**src/rtl/mac_row_sequencer.sv**
```systemverilog
// Purpose: sequence A*b+C limb by limb through an external MAC, linking limbs via the MAC carry chain.
// Latency: result limb i appears MAC_LATENCY enabled cycles after operand limb i; carry limb follows the last.
// Backpressure: res_ready low on a valid result freezes the MAC (MulAccEn=0) and deasserts in_ready.
module mac_row_sequencer #(
  parameter int CP_D_WIDTH  = 72,
  parameter int MAC_LATENCY = 6,
  parameter int MAX_LIMBS   = 16,
  parameter int LCW         = 5
) (
  input  logic                  clock,
  input  logic                  reset,
  input  logic                  start,
  input  logic [CP_D_WIDTH-1:0] b_word,
  input  logic [LCW-1:0]        num_limbs,
  output logic                  busy,
  output logic                  done,
  input  logic                  in_valid,
  output logic                  in_ready,
  input  logic [CP_D_WIDTH-1:0] in_a,
  input  logic [CP_D_WIDTH-1:0] in_c,
  output logic                  res_valid,
  input  logic                  res_ready,
  output logic [CP_D_WIDTH-1:0] res_word,
  output logic [LCW-1:0]        res_index,
  output logic                  res_last,
  output logic                  MulAccEn,
  output logic                  ArithOp,
  output logic                  ArithRegOp,
  output logic [CP_D_WIDTH-1:0] IN_REG0,
  output logic [CP_D_WIDTH-1:0] IN_REG1,
  output logic [CP_D_WIDTH-1:0] IN_REG2,
  input  logic [CP_D_WIDTH-1:0] mac_out,
  input  logic [CP_D_WIDTH-1:0] mac_carry
);

  typedef enum logic [1:0] {IDLE, ISSUE, DRAIN, CARRY} state_t;

  state_t                  state;
  logic [CP_D_WIDTH-1:0]   b_reg;
  logic [LCW-1:0]          n_reg;
  logic [LCW-1:0]          in_cnt;
  logic [LCW-1:0]          out_cnt;
  // Token pipe mirrors the MAC pipeline; bit MAC_LATENCY-1 is the output slot.
  logic [MAC_LATENCY-1:0]  tok_vld;
  logic [MAC_LATENCY-1:0]  tok_first;
  logic [MAC_LATENCY-1:0]  tok_last;

  logic active;
  logic out_vld;
  logic out_fire;
  logic in_fire;
  logic start_ok;

  assign active   = (state == ISSUE) || (state == DRAIN);
  assign out_vld  = active && tok_vld[MAC_LATENCY-1];
  // A valid result that downstream refuses freezes the whole MAC pipe.
  assign MulAccEn = active && !(out_vld && !res_ready);
  assign in_ready = (state == ISSUE) && MulAccEn;
  assign in_fire  = in_ready && in_valid;
  assign out_fire = out_vld && MulAccEn;
  assign start_ok = start && (num_limbs != '0) && (num_limbs <= LCW'(MAX_LIMBS));

  assign busy       = (state != IDLE);
  assign done       = (state == CARRY) && res_ready;
  assign res_valid  = out_vld || (state == CARRY);
  assign res_last   = (state == CARRY);
  assign res_word   = (state == CARRY) ? mac_carry : (out_vld ? mac_out : '0);
  assign res_index  = (state == CARRY) ? n_reg : (out_vld ? out_cnt : '0);
  // Limb 0 must not pick up whatever carry the previous job left behind.
  assign ArithOp    = out_vld && !tok_first[MAC_LATENCY-1];
  // Carry advances only when a real limb leaves the MAC; bubbles and fill hold it.
  assign ArithRegOp = !out_vld;
  assign IN_REG0    = in_fire ? in_a : '0;
  assign IN_REG1    = b_reg;
  assign IN_REG2    = in_fire ? in_c : '0;

  // FSM, limb counters, latched multiplier and token pipe.
  always_ff @(posedge clock) begin
    if (reset) begin
      state     <= IDLE;
      b_reg     <= '0;
      n_reg     <= '0;
      in_cnt    <= '0;
      out_cnt   <= '0;
      tok_vld   <= '0;
      tok_first <= '0;
      tok_last  <= '0;
    end else begin
      if (MulAccEn) begin
        tok_vld   <= {tok_vld[MAC_LATENCY-2:0], in_fire};
        tok_first <= {tok_first[MAC_LATENCY-2:0], in_fire && (in_cnt == '0)};
        tok_last  <= {tok_last[MAC_LATENCY-2:0], in_fire && (in_cnt == n_reg - LCW'(1))};
      end
      if (in_fire) in_cnt <= in_cnt + LCW'(1);
      if (out_fire) out_cnt <= out_cnt + LCW'(1);
      case (state)
        IDLE: begin
          if (start_ok) begin
            b_reg     <= b_word;
            n_reg     <= num_limbs;
            in_cnt    <= '0;
            out_cnt   <= '0;
            tok_vld   <= '0;
            tok_first <= '0;
            tok_last  <= '0;
            state     <= ISSUE;
          end
        end
        ISSUE: if (in_fire && (in_cnt == n_reg - LCW'(1))) state <= DRAIN;
        DRAIN: if (out_fire && tok_last[MAC_LATENCY-1]) state <= CARRY;
        CARRY: if (res_ready) state <= IDLE;
        default: state <= IDLE;
      endcase
    end
  end

endmodule

```
**config.mk**
```make
export PLATFORM = sky130hd
export DESIGN_NAME = mac_row_sequencer
export DESIGN_NICKNAME = d
export VERILOG_FILES = /design/src/rtl/mac_row_sequencer.sv
export SDC_FILE = /design/constraint.sdc
export NUM_CORES = 1
export LEC_CHECK = 0
export CAP_MARGIN = 25
export CORE_AREA = 2 2 260 262
export CTS_CLUSTER_DIAMETER = 120
export CTS_CLUSTER_SIZE = 24
export DETAILED_ROUTE_END_ITERATION = 8
export DIE_AREA = 0 0 262 264
export DONT_BUFFER_PORTS = 1
export PLACE_DENSITY_LB_ADDON = 0.08
export SLEW_MARGIN = 5
export SYNTH_ARGS = -nofsm -noshare
export SYNTH_HDL_FRONTEND = slang
export SYNTH_SLANG_ARGS = --single-unit
```
**constraint.sdc**
```tcl
create_clock -name clock -period 6.2 [get_ports clock]
set_clock_uncertainty 0.05 [all_clocks]
set_input_delay 1.86 -clock clock [delete_from_list [all_inputs] [get_ports clock]]
set_output_delay 1.86 -clock clock [all_outputs]
set_load 0.01 [all_outputs]
```
==> reports/results.txt <==
status - completed
Setup WS post-layout - 1226 ps
crit path launch type - input port
P_sw - 0.9045 mW
setup-violating endpoint count in the final report - 0
total grt overflow - 0
register area share after synthesis - 34.77%
Wirelength per Cell - 16.75 um
Mapped Nets - 1314
IO Count - 671
Final Critical Period - 4974 ps
endpoint class of the critical path - output port
Rel. slew slack - 33.58%
fin cells - 1772
pin count of the biggest net entering global routing - 146
Avg Synthesized Cell Area - 6.589 um2
Critical path buffers and inverters - 0
CP peak stage delay - 770 ps
synth warn - 0
Fin. Hold Viols - 0
# resized after CTS - 0
Area growth, synth to finish - 19.58%
Core Area - 0.06656 mm2
worst min-delay path category - flip-flop to flip-flop
Internal - 1.260 mW
Max VDD drop - 0.1110 mV
drt first pass iters - 4
crit path DAT - 3060 ps
Worst-Skew Late Latency - 390 ps
top-area cell type share of the netlist area - 34.77%
antenna violations before repair - 23
RePlAce Congestion - 0.8939
RSZ-0062 raised after global routing - false
area leader, netlist - dfxtp_1
Crit path max-delay family - compound AO/OA/AOI/OAI gates
total power - 2.165 mW
max FFs per register - 72
dpl cells - 1742
global router's overall resource usage - 7.873%
most common flop cell mapped by yosys - dfxtp_1
postcts setup bufs - 0
Gate power share - 31.4%
nets - 1259
number of global-route vias before repair - 5502
vias - 6071
Slew @ Worst Pin - 996.3 ps
setup TNS - 0 ps
asr flop ratio synth - 0%
Max Cap Viol - 0
Worst Setup Path Type - input port to output port
Data required, critical path - 4290 ps
H-Tree Depth - 3
Sink Count - 107
total routed wirelength - 29.69 mm
Die H - 264 um
share of cells above drive strength 1 - 3.842%
global-route wire length before repair - 38.85 mm
clock transition at the registers of the reported paths - 80 ps
full die area - 0.06917 mm2
sequential power share - 39.2%
Worst path slowest cell - o2111a_4
detailed placement HPWL - 22.92 mm
Via density - 3.426
clock network fraction of design power - 29.4%
period utilization - 80.22%
most frequent cells in the layout - 345 x nand2_1, 145 x and2_1, 107 x dfxtp_1
Pwr Density - 293.9 mW/mm2
critical path, cell by cell - o2111a_4, and2_1
post-place setup slack - 1218 ps
Switching Share - 41.78%
synthesized flop and latch total - 107
CTS tree - built
Starting DRT DRC Count - 244
largest cells by area after synthesis - dfxtp_1 35%, nand2_1 21%, and2_1 15%, a21oi_1 7.9%, o21ai_0 6.5%
Crit Path Max Fanout - 145
Clk Tree Root Cell - clkbuf_16
leakage power - 2.222 nW
row cnt - 95
FF-to-FF setup slack - 3150 ps
hold_buf cts - 0
I/O Buffers - 0
final core occ - 11.07%
clock tree buffer depth - 2
fin. max-slew vios - 0
CTS buffer count - 9
DIE WIDTH - 262 um
DRC - 0
fmax - 0.2011 GHz
commonest non-fill, non-tap cell in the layout - nand2_1
Distinct cells, synth - 36
cell count after synthesis - 935
Post-synth EDFFs - 0
DRT antenna net count - 0
Synth Cell Area - 0.006161 mm2
Initial Utilization - 9.256%
==> path summary, 6_finish.rpt <==
| path | from | end | cells past startpoint |
|---|---|---|---|
| setup / recovery | res_ready | IN_REG2[4] | 2 |
| hold reg to reg | tok_last[1] | tok_last[1] | 2 |
| setup reg to reg | state[1] | state[0] | 7 |
| hold / removal | tok_last[1] | tok_last[1] | 2 |
==> through the flow <==
stage / hold slack, ps / area, um2
after floorplan: 382.1 / 6161
after global placement: 393.3 / 7028
after detailed placement: 397.0 / 7028
after CTS: 409.8 / 7332
after global routing: 423.9 / 7367
final: 407.1 / 7367
==> Yosys cell counts (2+ instances only) <==
cell type / instances
a21oi_1: 97
and2_1: 147
buf_1: 2
buf_2: 15
buf_4: 4
clkbuf_1: 54
dfxtp_1: 107
ha_1: 9
inv_1: 12
mux2i_1: 2
nand2_1: 346
nand2b_1: 3
nand3_1: 4
nand4_1: 2
nor2_1: 17
nor3_1: 2
o2111a_1: 2
o21ai_0: 80
o22ai_1: 2
xnor2_1: 7
xor2_1: 6
==> cell families (layout without fill, tap and decap cells) <==
| kind of cell | count (synthesis) | in the layout | share of synthesized area (%) |
|---|---|---|---|
| adders and majority gates | 9 | 9 | 1.828 |
| and+or+nand+nor | 525 | 525 | 38.73 |
| other | 0 | 14 | 0 |
| AOI/OAI and AO/OA | 191 | 191 | 16.47 |
| muxes | 2 | 2 | 0.3250 |
| buffers and inverters | 88 | 38 | 6.032 |
| DFF | 107 | 107 | 34.77 |
| xor gates and xnor gates | 13 | 13 | 1.848 |
==> power by group through the flow <==
stage                     Combinational [mW]  Sequential, mW  Clock (mW)
after floorplan                        0.543           0.836           0
after global placement                 0.712           0.872           0
after detailed placement               0.702           0.871           0
after CTS                              0.704           0.855       0.685
after global routing                   0.779           0.861       0.699
final                                  0.680           0.849       0.636
==> tightest hold or removal path, stage by stage (launching register included) <==
cell and delay [ps]:
dfxtp_1 310, nand2_1 50, a21oi_1 50
==> per-layer routing <==
layer  wire length [um]  vias to the layer above  track usage, %
li1                   -                     2879               -
met1               9850                     2731           7.224
met2              15760                      404           14.91
met3               2947                       49           2.955
met4               1080                        8           4.016
met5                 53                        -               0
==> cell type report <==
class / count / area [um2]
antenna: 14 / 35.03
fill: 7790 / 59200
timing repair buffer: 10 / 75.07
clock buffer: 11 / 242.7
inverter: 12 / 45.04
multi-input combinational: 740 / 3674
sequential: 107 / 2142
clock inverter: 5 / 61.31
tap: 873 / 1092
No activity file was read; power rests on OpenSTA's default activity.
